### src/rtl/cpu_phase_gen.sv
// Eight-phase instruction-cycle generator with cpu reset sequencing and run/stop/step control.
// Optional breakpoint compare is enabled by defining CPU_PHASE_BKPT_EN.
module cpu_phase_gen #(
   parameter int RST_HOLD = 4,
   parameter int CNT_W    = 16
) (
   input  logic             clk,
   input  logic             rst_,
   input  logic             halt,
   input  logic             run_req,
   input  logic             stop_req,
   input  logic             step_req,
`ifdef CPU_PHASE_BKPT_EN
   input  logic             bkpt_en,
   input  logic [CNT_W-1:0] bkpt_cnt,
`endif
   output logic             cpu_rst_,
   output logic             cntrl_clk,
   output logic             alu_clk,
   output logic             fetch,
   output logic             halted,
   output logic             step_done,
   output logic [CNT_W-1:0] instr_cnt
);

   typedef enum logic [2:0] {BOOT, IDLE, RUN, STEP, HALTED} state_t;

   state_t           state_reg, state_next;
   logic [2:0]       ph_reg, ph_next;
   logic [3:0]       hold_reg, hold_next;
   logic             cpu_rst_reg, cpu_rst_next;
   logic             cntrl_clk_reg, cntrl_clk_next;
   logic             alu_clk_reg, alu_clk_next;
   logic             fetch_reg, fetch_next;
   logic             halted_reg, halted_next;
   logic             step_done_reg, step_done_next;
   logic [CNT_W-1:0] cnt_reg, cnt_next;
   logic             stop_reg, stop_next;

   logic [CNT_W-1:0] cnt_inc;
   logic             boundary;
   logic             bkpt_hit;

   assign cnt_inc  = cnt_reg + CNT_W'(1);
   assign boundary = (ph_reg == 3'd7);

`ifdef CPU_PHASE_BKPT_EN
   assign bkpt_hit = bkpt_en && (cnt_inc == bkpt_cnt);
`else
   assign bkpt_hit = 1'b0;
`endif

   always_ff @(posedge clk or negedge rst_) begin
      if (!rst_) begin
         state_reg     <= BOOT;
         ph_reg        <= 3'd0;
         hold_reg      <= 4'd0;
         cpu_rst_reg   <= 1'b0;
         cntrl_clk_reg <= 1'b0;
         alu_clk_reg   <= 1'b0;
         fetch_reg     <= 1'b1;
         halted_reg    <= 1'b0;
         step_done_reg <= 1'b0;
         cnt_reg       <= '0;
         stop_reg      <= 1'b0;
      end else begin
         state_reg     <= state_next;
         ph_reg        <= ph_next;
         hold_reg      <= hold_next;
         cpu_rst_reg   <= cpu_rst_next;
         cntrl_clk_reg <= cntrl_clk_next;
         alu_clk_reg   <= alu_clk_next;
         fetch_reg     <= fetch_next;
         halted_reg    <= halted_next;
         step_done_reg <= step_done_next;
         cnt_reg       <= cnt_next;
         stop_reg      <= stop_next;
      end
   end

   always_comb begin
      state_next     = state_reg;
      ph_next        = ph_reg;
      hold_next      = hold_reg;
      cpu_rst_next   = cpu_rst_reg;
      halted_next    = halted_reg;
      step_done_next = 1'b0;
      cnt_next       = cnt_reg;
      stop_next      = stop_reg;

      case (state_reg)
         BOOT: begin
            hold_next = hold_reg + 4'd1;
            if (hold_next == 4'(RST_HOLD)) begin
               cpu_rst_next = 1'b1;
               state_next   = IDLE;
            end
         end
         IDLE: begin
            if (run_req)       state_next = RUN;
            else if (step_req) state_next = STEP;
         end
         RUN: begin
            ph_next = ph_reg + 3'd1;
            if (stop_req) stop_next = 1'b1;
            if (boundary) begin
               cnt_next = cnt_inc;
               // a stop arriving on the boundary clock itself still parks here
               if (halt || stop_reg || stop_req || bkpt_hit) begin
                  state_next  = HALTED;
                  halted_next = 1'b1;
                  stop_next   = 1'b0;
               end
            end
         end
         STEP: begin
            ph_next = ph_reg + 3'd1;
            if (boundary) begin
               cnt_next       = cnt_inc;
               state_next     = HALTED;
               halted_next    = 1'b1;
               step_done_next = 1'b1;
            end
         end
         HALTED: begin
            if (step_req) begin
               state_next  = STEP;
               halted_next = 1'b0;
            end else if (run_req && !halt && !stop_req) begin
               state_next  = RUN;
               halted_next = 1'b0;
            end
         end
         default: state_next = BOOT;
      endcase

      // parked states hold ph at 0, which decodes to the parked output pattern
      cntrl_clk_next = ph_next[0];
      fetch_next     = ~ph_next[2];
      alu_clk_next   = (ph_next == 3'd6);
   end

   assign cpu_rst_  = cpu_rst_reg;
   assign cntrl_clk = cntrl_clk_reg;
   assign alu_clk   = alu_clk_reg;
   assign fetch     = fetch_reg;
   assign halted    = halted_reg;
   assign step_done = step_done_reg;
   assign instr_cnt = cnt_reg;

endmodule

### config.mk
export PLATFORM = sky130hd
export DESIGN_NAME = cpu_phase_gen
export DESIGN_NICKNAME = d
export VERILOG_FILES = /design/src/rtl/cpu_phase_gen.sv
export SDC_FILE = /design/constraint.sdc
export NUM_CORES = 1
export LEC_CHECK = 0
export CORE_ASPECT_RATIO = 0.8
export CORE_MARGIN = 5
export CORE_UTILIZATION = 45
export CTS_BUF_LIST = sky130_fd_sc_hd__clkbuf_8
export DETAILED_ROUTE_END_ITERATION = 8
export PLACE_DENSITY = 0.7
export SLEW_MARGIN = 20
export SYNTH_ARGS = -nofsm -noshare
export SYNTH_HDL_FRONTEND = slang
export SYNTH_SLANG_ARGS = --single-unit
### constraint.sdc
create_clock -name clk -period 2.1 [get_ports clk]
set_input_delay 0.315 -clock clk [delete_from_list [all_inputs] [get_ports clk]]
set_output_delay 0.315 -clock clk [all_outputs]
set_load 0.05 [all_outputs]
Yosys cells after proc, flatten, opt, wreduce, memory -nomap -nowiden

Index checks and enable logic that the tools add are counted.

$add $sub $neg: 3
Equality and inequality tests: 13
Mux-type cells: 21
Bitwise logic cells: 1
Reductions and logical operators: 13

Operator list:

| operator                | number |
|---|---|
| $mux W3                 | 9 |
| $add A16 B1 Y16 const B | 1 |
| $pmux W3 S5             | 1 |
| $mux W1                 | 10 |
| $eq A3 B3 Y1 const B    | 3 |
| $ne A2 B2 Y1 const B    | 4 |
| $eq A3 B2 Y1 const B    | 2 |
| $ne A3 B3 Y1 const B    | 2 |
| $reduce_and A6 Y1       | 1 |
| $reduce_and A5 Y1       | 1 |
| $add A4 B1 Y4 const B   | 1 |
| $eq A4 B3 Y1 const B    | 1 |
| $reduce_and A2 Y1       | 2 |
| $add A3 B1 Y3 const B   | 1 |
| $eq A3 B1 Y1 const B    | 1 |
| $logic_not A3 Y1        | 1 |
| $pmux W1 S3             | 1 |
| $reduce_bool A3 Y1      | 1 |
| $logic_and A1 B1 Y1     | 2 |
| $logic_not A1 Y1        | 2 |
| $logic_or A1 B1 Y1      | 2 |
| $reduce_or A2 Y1        | 1 |
| $not A1 Y1              | 1 |

Register bits after elaboration: 33
Output and inout bits: 22

Logic depth before layout (Yosys ltp)

Depth in word-level cells: 6
Depth in mapped cells: 6
Mapped depth without buffers: 6

Least setup slack after synthesis

Ideal clock, no wire load.

Kind: flip-flop to flip-flop
Start: reg ph_reg[0]
End: reg state_reg[0]
Library setup time: 125 ps
Arrival: 1933 ps
Required time: 1975 ps
Path slack: 42 ps
Stages on the path, launching flop included: 7
Period minus slack after synthesis: 2058 ps
Path through: dfrtp_1 -> ha_1 -> ha_1 -> nand2b_1 -> o41ai_1 -> a211o_4 -> mux2_4

Cells in the longest elaborated chain, start to end: 3
Elaborated cells between the ends (all ways): 4

RTL lines:

| item                                 | line | source |
|---|---|---|
| start, declared                      | 29   | `logic [2:0] ph_reg, ph_next;` |
| start signal, assigned               | 68   | `ph_reg <= ph_next;` |
| $eq A3 B3 Y1 *                       | 45   | `assign boundary = (ph_reg == 3'd7);` |
| $ne A2 B2 Y1 (no source line)        | n/a  |  |
| $reduce_and A6 Y1 (no source line) * | n/a  |  |
| end signal, assigned                 | 67   | `state_reg <= state_next;` |
| end, declared                        | 28   | `state_t state_reg, state_next;` |

Every way passes the cells marked *; elsewhere a longest branch is shown, timed or not.
A chain may end at the register's enable or synchronous reset.

Worst setup path after layout

Start: reg fetch_reg (netlist: fetch)
End: out fetch

RTL lines:

| item                   | line | source |
|---|---|---|
| start, declared        | 34   | `logic fetch_reg, fetch_next;` |
| start signal, assigned | 73   | `fetch_reg <= fetch_next;` |
| end, declared          | 20   | `output logic fetch,` |

No word-level cell between the ends.

==> impl_metrics.csv <==
group,metric,value,unit
status,status,"complete, no violations",
worst_setup_path,rrSetupSlack,0.23,ns
drt,drc,0,
die,initial_core_util,45.7,%
worst_setup_path,timing.rr.end,"state_reg[0]$_DFFE_PN0P_",
place,dp_hpwl,2.06,mm
grt,grt_use_total,14.0,%
logic_synthesis,synthTopCellsByCount,"dfrtp_1 (31), xnor2_1 (16), inv_1 (6), nand2_1 (6), nor2_1 (6)",
power_and_ir_drop,powerDensity,1300,mW/mm2
worst_setup_path,reg2reg_from,"ph_reg[0]$_DFF_PN0_",
timing,relSlewSlack,66.6,%
drt,num_vias,1031,
logic_synthesis,synth_edf_count,0,
logic_synthesis,seq_area_frac_synth,52.3,%
power_and_ir_drop,p_leak,0.862,nW
logic_synthesis,synth_area_leaders,"dfrtp_1 (51%), xnor2_1 (9.1%), ha_1 (4.1%)",
clock_tree,post_cts_buffers,0,
grt,grt_pass1_wl,4.97,mm
timing,fmaxAchievable,525,MHz
grt,antenna_found_initial,0,
logic_synthesis,yosys.cell_count.top_type,"dfrtp_1",
grt,grt-ovfl-total,0,
worst_setup_path,cp_max_fo,1,
logic_synthesis,synth.distinct_cells,39,
worst_setup_path,critPathBufInv,1,
layout,stdcell_area,0.00195,mm2
timing,skew,0.00988,ns
logic_synthesis,ys_ff_latch,32,
timing,finalCriticalPeriod,1.91,ns
timing,hold_viol,0,
power_and_ir_drop,switchingPower,0.964,mW
power_and_ir_drop,p_comb_share,40.4,%
timing,worst_pin_slew,0.500,ns
layout,final_util,58.0,%
layout,nets,169,
power_and_ir_drop,internal_power,1.56,mW
clock_tree,clock-sinks,32,
grt,grt_pass1_vias,1053,
power_and_ir_drop,ir_worst_vdd,813,uV
logic_synthesis,synth_cells,125,
die,row_count,19,
timing,fin_crit_sh,90.8,%
logic_synthesis,synth_top_cell_area_share,50.6,%
worst_setup_path,critPathTopFamily,"buffers and inverters",
worst_setup_path,start_kind,"flip-flop",
die,die_area,0.00468,mm2
logic_synthesis,async_flop_share,100,%
place,dpl.cell_count,193,
die,die_h,62.2,um
drt,wire_per_inst,14.1,um
drt,routed_wl,2.83,mm
layout,n_antenna_cell,0,
timing,worst_slack,0.194,ns
drt,first_iter_violations,34,
logic_synthesis,ys_warn_count,0,
place,dp_slack,0.129,ns
worst_setup_path,r2r_cells,6,
place,io_buffers,27,
clock_tree,clockRootBuffer,"clkbuf_8",
worst_setup_path,cp_slowest_cell,"clkdlybuf4s50_1",
timing,report.final.slew_viol_count,0,
place,gp_congestion,0.880,
place,placed_area,0.00184,mm2
worst_setup_path,crit_required,1.78,ns
power_and_ir_drop,sw_frac_of_total,38.2,%
worst_setup_path,cp_cell_sequence,"clkdlybuf4s50_1",
worst_setup_path,arrival,1.59,ns
logic_synthesis,yosysTopAreaCell,"dfrtp_1",
worst_setup_path,cp_slowest_stage_delay,0.79,ns
clock_tree,clk_path_buf_depth,2,
timing,tns,0,ns
clock_tree,cts_buffers,5,
logic_synthesis,syn_avg_cell_area,12.3,um2
layout,largest_reg_flops,16,
clock_tree,h-tree-depth,2,
layout,final_cell_count_no_fill,201,
die,core,0.00335,mm2
drt,viasPerCell,5.13,
die,dieWidth,75.3,um
layout,drive_gt1_share,14.5,%
clock_tree,cts_resized,0,
logic_synthesis,syn_area,0.00153,mm2
power_and_ir_drop,power.share.clock,20.0,%
layout,areaGrowthSynthToFinish,26.9,%
logic_synthesis,synth.net_count,136,
logic_synthesis,synth_top_flop_cell,"dfrtp_1",
timing,setup_violations,0,
hold_path,min_path_type,"in2async",
clock_tree,cts_tree,"built",
clock_tree,cts.clk_slew.worst_paths,0.07,ns
flow_run,max_cap_viol_count,0,
worst_setup_path,worstSetupEndpointType,"output pin",
die,ios,28,
power_and_ir_drop,seqPwrFrac,39.6,%
drt,postRouteAntennaNets,0,
grt,grt_max_degree,33,
drt,first_pass_iters,4,
worst_setup_path,crit_type,"reg2out",
clock_tree,clk_latency,0.29,ns
timing,rsz0062_at_grt,"false",
clock_tree,hold_buffers,0,
-- placed cells by master (no fill, tap or decap), types with 2 or more instances in the layout --
| cell | netlist | routed |
|---|---|---|
| inv_1 | 6 | 7 |
| dfrtp_1 | 31 | 31 |
| nand4_1 | 4 | 4 |
| xor2_1 | 4 | 4 |
| clkbuf_8 | 0 | 7 |
| nor2_1 | 6 | 5 |
| clkdlybuf4s50_1 | 0 | 27 |
| o41ai_1 | 2 | 2 |
| nor3_1 | 2 | 2 |
| and3_1 | 2 | 2 |
| nand2_1 | 6 | 6 |
| xnor2_1 | 16 | 16 |
| o31ai_1 | 2 | 2 |
| a21oi_1 | 3 | 3 |
| ha_1 | 5 | 5 |
| buf_4 | 1 | 3 |
| mux2_2 | 3 | 3 |
| nand3_1 | 5 | 5 |
| nand2b_1 | 3 | 3 |
-- layer usage --
layer  GRT usage, %  vias up  routed length, um
li1               -      505                  -
met3           4.19        7                103
met4           6.55        0                 74
met2           20.7       15               1370
met1           18.6      504               1280
met5              0        -                  0
-- worst max-delay path by stage --
stage	end	depth (start not counted)	start
2_1_floorplan	state_reg[0]$_DFFE_PN0P_	6	ph_reg[0]$_DFF_PN0_
3_3_place_gp	state_reg[0]$_DFFE_PN0P_	5	stop_req
3_5_place_dp	instr_cnt[12]$_DFFE_PN0P_	6	ph_reg[0]$_DFF_PN0_
4_1_cts	instr_cnt[12]$_DFFE_PN0P_	6	ph_reg[0]$_DFF_PN0_
5_1_grt	instr_cnt[13]$_DFFE_PN0P_	6	ph_reg[0]$_DFF_PN0_
6_report	fetch	1	fetch$_DFF_PN1_
-- stage by stage --
step                power (mW)  hold WS [ns]
floorplan                 1.79        0.0194
global placement          2.00         0.459
detailed placement        2.04         0.469
CTS                       2.55         0.431
global route              2.68         0.483
finish                    2.52         0.425
-- kinds of logic (layout without fill, tap and decap cells) --
group           after synthesis  after routing  share of synthesized area (%)
compound gates               15             15                           8.08
xor+xnor                     20             20                           11.4
fa+ha+maj                     5              5                           4.08
mux                           5              5                           3.84
simple gates                 38             38                           16.1
flops                        32             32                           52.3
buf+inv                      10             44                           4.16
-- area by class of cell --
cell class	instances	area [um2]
fillers	261	1410
flip-flops and latches	32	802
multi-input cells	83	676
repair buffers	30	293
clock buffers	7	96.3
well taps	42	52.6
inverters	6	22.5
clock inverters	1	3.75
-- power by group through the flow --
stage / logic (mW) / registers, mW / clock network [mW]
after floorplan: 0.648 / 1.14 / 0
after global placement: 1.00 / 0.997 / 0
after detailed placement: 1.03 / 1.01 / 0
after CTS: 1.03 / 1.00 / 0.521
after global routing: 1.11 / 1.03 / 0.546
final: 1.02 / 1.00 / 0.504
Note: power is estimated with default switching activity, not from simulation.
